File: config.mk
export PLATFORM = sky130hd
export DESIGN_NAME = window_gather
export DESIGN_NICKNAME = d
export VERILOG_FILES = /design/src/rtl/window_gather.sv
export SDC_FILE = /design/constraint.sdc
export NUM_CORES = 1
export LEC_CHECK = 0
export CAP_MARGIN = 5
export CORE_UTILIZATION = 50
export CTS_BUF_LIST = sky130_fd_sc_hd__clkbuf_4 sky130_fd_sc_hd__clkbuf_8 sky130_fd_sc_hd__clkbuf_16
export DETAILED_ROUTE_END_ITERATION = 10
export PLACE_DENSITY = 0.72
export SETUP_SLACK_MARGIN = 0.2
export SLEW_MARGIN = 20
export SYNTH_ARGS = -nofsm -noshare
export SYNTH_HDL_FRONTEND = slang
export SYNTH_SLANG_ARGS = --single-unit
File: constraint.sdc
create_clock -name clk -period 4 [get_ports clk]
set_input_delay 0.4 -clock clk [delete_from_list [all_inputs] [get_ports clk]]
set_output_delay 0.4 -clock clk [all_outputs]
set_load 0.005 [all_outputs]
File: src/rtl/window_gather.sv
// window_gather: builds sliding 3x3 pixel windows from a raster stream and
// pairs each one with a serially loaded 3x3 kernel. The result is a 144-bit
// bundle for the MAC stage.
//
// Ports:
//   clk, reset          clock, synchronous active-high reset
//   w_valid/w_data/w_ready      weight byte input (9 bytes per frame)
//   in_valid/in_pixel/in_ready  pixel input, raster order
//   out_valid/out_ready         output handshake
//   out_data            {weights[71:0], window[71:0]}, byte k at [8k+7:8k]
//   out_last            final window of the frame (qualified by out_valid)
//   dbg_state           current FSM state (0 = LOAD_W, 1 = STREAM)
//
// Handshake: every stream transfers a byte/bundle on a rising edge where
// valid & ready are both high. Valid never depends on ready. out_data and
// out_last hold while out_valid & !out_ready.
module window_gather #(
  parameter int IMG_W = 8,
  parameter int IMG_H = 8
) (
  input  logic         clk,
  input  logic         reset,
  input  logic         w_valid,
  input  logic [7:0]   w_data,
  output logic         w_ready,
  input  logic         in_valid,
  input  logic [7:0]   in_pixel,
  output logic         in_ready,
  output logic         out_valid,
  input  logic         out_ready,
  output logic [143:0] out_data,
  output logic         out_last,
  output logic         dbg_state
);

  localparam int CW = $clog2(IMG_W);
  localparam int RW = $clog2(IMG_H);

  typedef enum logic {LOAD_W = 1'b0, STREAM = 1'b1} state_t;

  state_t        state_q, state_d;
  logic [CW-1:0] col_q;
  logic [RW-1:0] row_q;
  logic [3:0]    wcnt_q;

  logic [7:0] wt_q [9];
  // lb1 holds row r-1, lb2 holds row r-2, both indexed by column.
  logic [7:0] lb1 [IMG_W];
  logic [7:0] lb2 [IMG_W];
  // win_a/win_b are window columns c-2 and c-1 relative to the incoming pixel;
  // index 0 is the top row.
  logic [7:0] win_a [3];
  logic [7:0] win_b [3];
  logic [7:0] new_col [3];

  logic        w_acc, px_acc, produce;
  logic        col_last, row_last;
  logic [71:0] win_flat, wt_flat;

  assign w_acc    = w_valid & w_ready;
  assign px_acc   = in_valid & in_ready;
  assign col_last = (col_q == CW'(IMG_W - 1));
  assign row_last = (row_q == RW'(IMG_H - 1));
  assign produce  = px_acc & (row_q >= RW'(2)) & (col_q >= CW'(2));
  assign dbg_state = state_q;

  always_comb begin
    state_d  = state_q;
    w_ready  = 1'b0;
    in_ready = 1'b0;
    case (state_q)
      LOAD_W: begin
        w_ready = 1'b1;
        if (w_acc && wcnt_q == 4'd8) state_d = STREAM;
      end
      STREAM: begin
        in_ready = !out_valid || out_ready;
        if (px_acc && col_last && row_last) state_d = LOAD_W;
      end
      default: state_d = LOAD_W;
    endcase
  end

  // The new right-hand column comes straight from the line buffers plus the
  // pixel being accepted, so the window is complete in the acceptance cycle.
  always_comb begin
    new_col[0] = lb2[col_q];
    new_col[1] = lb1[col_q];
    new_col[2] = in_pixel;
    win_flat   = '0;
    wt_flat    = '0;
    for (int i = 0; i < 3; i++) begin
      win_flat[24*i +: 8]      = win_a[i];
      win_flat[24*i + 8 +: 8]  = win_b[i];
      win_flat[24*i + 16 +: 8] = new_col[i];
    end
    for (int k = 0; k < 9; k++) wt_flat[8*k +: 8] = wt_q[k];
  end

  always_ff @(posedge clk) begin
    if (reset) begin
      state_q <= LOAD_W;
      col_q   <= '0;
      row_q   <= '0;
      wcnt_q  <= '0;
    end else begin
      state_q <= state_d;
      if (w_acc) wcnt_q <= (wcnt_q == 4'd8) ? 4'd0 : wcnt_q + 4'd1;
      if (px_acc) begin
        if (col_last) begin
          col_q <= '0;
          row_q <= row_last ? '0 : row_q + 1'b1;
        end else begin
          col_q <= col_q + 1'b1;
        end
      end
    end
  end

  // Data storage needs no reset: the r>=2 / c>=2 rule keeps stale bytes out.
  always_ff @(posedge clk) begin
    if (!reset) begin
      if (w_acc) wt_q[wcnt_q] <= w_data;
      if (px_acc) begin
        lb2[col_q] <= lb1[col_q];
        lb1[col_q] <= in_pixel;
        for (int i = 0; i < 3; i++) begin
          win_a[i] <= win_b[i];
          win_b[i] <= new_col[i];
        end
      end
    end
  end

  // Single-entry output register. Weights are captured with the window, so a
  // pending bundle is unaffected by the next frame's weight load.
  always_ff @(posedge clk) begin
    if (reset) begin
      out_valid <= 1'b0;
      out_last  <= 1'b0;
      out_data  <= '0;
    end else if (produce) begin
      out_valid <= 1'b1;
      out_last  <= col_last && row_last;
      out_data  <= {wt_flat, win_flat};
    end else if (out_ready) begin
      out_valid <= 1'b0;
    end
  end

endmodule
==> results.txt <==
* Utilization after layout: 62.5%
- CTS tree: built
* Root Buffer Master: sky130_fd_sc_hd__clkbuf_16
- After detailed placement, the total cell area comes to 16800 um^2.
* Post-layout nets: 1244
- Layout overhead on the synthesized area: 22.2%
- Counting instances, the worst hold path has a depth of 2.
- Hold Violations, Final: 0
- The post-route netlist has approximately an eighth of its cells at a drive strength greater than 1.
* Data required time of the critical path: approximately 4500 ps
* First-pass GRT wire length: around 53000 um
- DR vias/cell: between 5 and 6
- Unrepaired setup endpoints after global routing: false
- Slew Limit Headroom: 25.5%
- For flop-to-flop paths, the worst setup slack is 1390 ps.
- In this run the worst hold path is classified as input port to flop.
- At the pin with the least slew margin, the transition time is 1120 ps.
- For this design the top-level I/O count stands at 170.
- In the layout the commonest cells are sky130_fd_sc_hd__edfxtp_1, sky130_fd_sc_hd__clkdlybuf4s50_1, sky130_fd_sc_hd__dfxtp_1, sky130_fd_sc_hd__a21oi_1, sky130_fd_sc_hd__nand3_1.
- For this run, the total global-route usage over all layers was measured as 22.9%.
- For hold timing, the worst endpoint is wcnt_q[1].
- Crit share post-route: 65.4%
* Launch point of the worst reg-to-reg path: row_q[0]
- In this run, synthesis produced a sequential element count of 408.
- Largest buffer count on any clock path: 3
* Start point of the worst hold path: reset
- Final slew viol count: 0
- Via total after detailed routing: ~9500
* Status: complete, no violations
* Count of unresolved DRC violations after routing: 0
- Total Neg Setup Slack: 0 ps
- Wire per inst: 21.4 um
- For this block, the initial DRC count from the detailed router was 1129.
* Post-DRT Antenna Nets: 0
- The first detailed-routing pass ran for 7 iterations.
* Number of buffers inserted to repair setup after CTS: 0
- Clock tree synthesis found a total of between 400 and 500 sinks.
- Total power density per cell area: about 450 nW/um^2
- Time the final worst path needs with I/O delays and setup: 2610 ps
- Between clock sinks in the finished design, the worst skew comes to 23.3 ps.
- Total power for the finished layout comes to 8.17 mW.
- Largest net degree at the start of global routing: 129
* Detailed Place HPWL: 21300 um
- The number of antenna diodes in the final layout is 0.
- Synthesized instance count: 1074
* Mapped Nets: around 1100
- Crit path arrival time: 3080 ps
* YS warnings: 0
- Avg Cell Area, Syn: 13.7 um^2
* Die width: 174 um
* Largest voltage drop on the vdd net: about 0.3 mV
* Post-Synthesis Cell Area: between 10000 and 15000 um^2
- Leaving out fill and tap cells, the most frequent cell in the layout is sky130_fd_sc_hd__edfxtp_1.
- Depth of the most critical reg-to-reg path: 6
* Die Area: approximately 30000 um^2
- Core Region: approximately 29000 um^2
* Achievable frequency: 382 MHz
- Launching element type of the critical path: flop
* Maximum Capacitance Violations: 0
- Largest fanout of any net on the critical path: about 130
- CTS resizes: 0
* Count of hold buffers inserted by post-cts repair: 0
- Chip Height: 174 um
* Number of antenna violations at the first check in global routing: 0
* Port-buffer cells: 169
* Clock buffers created by TritonCTS: 39
* Critical setup path kind: flop to flop
* Setup violators final: 0
- In this run the static leakage power is 5.60 nW.
* CTS H-tree depth: 2
* Effective utilization at floorplan: 51.2%
- Placer congestion estimate: 0.758
- GRT overflow: 0
* Number of core rows: 62
- Number of global-route vias before repair: about 9000
- Endpoint of the lowest-slack register-to-register path: out_data[103]
- Clock latency on the worst-skew pair, taken at its later pin, is 540 ps.
- After clock tree synthesis, the clock-pin slew on the worst setup and hold paths is 70 ps.
* Element type at the critical path end: flop
- The netlist uses 31 different library cells.
- For this run, the register share of the synthesized area comes to 72.1%.
- Once layout is done, the placed cells without fillers occupy between 15000 and 20000 um^2.
- Summed over all layers, the routed wires come to 34900 um.
[sequential cells by signal, summed over array words and instances, names as in the netlist, 3 cells and up, named ones only]
register,flops
col_q,3
lb1,64
lb2,64
out_data,144
row_q,3
wcnt_q,4
win_a,24
win_b,24
wt_q,72
[critical path, cell delays in order (launching register included)]
cell	delay, ps
sky130_fd_sc_hd__dfxtp_1	370
sky130_fd_sc_hd__inv_1	60
sky130_fd_sc_hd__ha_1	240
sky130_fd_sc_hd__o31ai_4	900
sky130_fd_sc_hd__buf_12	510
sky130_fd_sc_hd__o21ai_0	150
sky130_fd_sc_hd__a21oi_1	170
[per-stage QoR]
step                      hold slack (ps)  setup slack (ps)  cells
after floorplan                       426               505   1074
final                                 366              1390   1627
after detailed placement              431              1120   1556
after global routing                  407              1210   1627
after CTS                             360              1400   1627
after global placement                429              1240   1556
[report_power, final]
group	switching, mW	internal, mW	total [mW]
registers	0.00516	4.45	4.45
clock network	1.51	2.11	3.61
logic	0.0775	0.0257	0.103
[how the worst max path moves through the flow]
stage	depth (start not counted)	endpoint	start	slack, ps
6_report	6	out_data[103]	row_q[0]	1390
5_1_grt	6	out_data[50]	row_q[0]	1210
4_1_cts	5	out_data[20]	flop	1400
3_5_place_dp	7	out_data[50]	out_ready	1120
3_3_place_gp	7	out_data[53]	out_ready	1240
2_1_floorplan	5	win_a[0][0]	out_ready	500
[kinds of logic after synthesis]
group                    count (synthesis)  share of synthesized area, %
XOR/XNOR                                 2                         0.119
buffers and inverters                   99                          2.97
multiplexers                            49                          6.17
adder cells (fa/ha/maj)                 10                         0.847
flip-flops                             408                          72.1
AND/OR/NAND/NOR                        218                          7.96
AO/OA/AOI/OAI                          288                          9.80
[cell usage after synthesis]
cell	instances	area [um^2]
sky130_fd_sc_hd__a21oi_1	154	771
sky130_fd_sc_hd__and2_1	6	37.5
sky130_fd_sc_hd__and3_1	6	37.5
sky130_fd_sc_hd__buf_1	13	48.8
sky130_fd_sc_hd__buf_2	26	130
sky130_fd_sc_hd__buf_4	1	7.51
sky130_fd_sc_hd__buf_6	4	45.0
sky130_fd_sc_hd__clkbuf_1	49	184
sky130_fd_sc_hd__clkbuf_2	1	5.00
sky130_fd_sc_hd__dfxtp_1	160	3200
sky130_fd_sc_hd__edfxtp_1	248	7450
sky130_fd_sc_hd__ha_1	10	125
sky130_fd_sc_hd__inv_1	5	18.8
sky130_fd_sc_hd__mux2_2	16	180
sky130_fd_sc_hd__mux2i_1	1	10.0
sky130_fd_sc_hd__mux4_2	32	721
sky130_fd_sc_hd__nand2_1	11	41.3
sky130_fd_sc_hd__nand2b_1	4	25.0
sky130_fd_sc_hd__nand3_1	132	661
sky130_fd_sc_hd__nand4_1	1	6.26
sky130_fd_sc_hd__nor2_1	11	41.3
sky130_fd_sc_hd__nor3_1	22	110
sky130_fd_sc_hd__nor3_2	16	160
sky130_fd_sc_hd__nor4_1	1	6.26
sky130_fd_sc_hd__o21ai_0	6	30.0
sky130_fd_sc_hd__o21ai_1	126	631
sky130_fd_sc_hd__o31a_1	1	8.76
sky130_fd_sc_hd__o31ai_1	1	7.51
sky130_fd_sc_hd__or3_1	8	50.1
sky130_fd_sc_hd__xnor2_1	1	8.76
sky130_fd_sc_hd__xor2_1	1	8.76
[metal layers]
metal  GRT usage (%)  part of all wire, %  vias to the layer above
li1                -                    -                     4324
met1            32.6                   43                     4755
met2            35.8                   47                      398
met3            4.45                  7.4                       59
met4            6.83                  2.5                        0
met5               0                    0                        -
[cell type report]
class / count / area (um^2)
Fill cell: 2146 / 10800
Sequential cell: 408 / 10700
Multi-Input combinational cell: 567 / 3730
Timing Repair Buffer: 192 / 1890
Clock buffer: 58 / 1170
Tap cell: 384 / 480
Clock inverter: 13 / 101
Inverter: 5 / 18.8
Note: power is estimated with default switching activity, not from simulation.
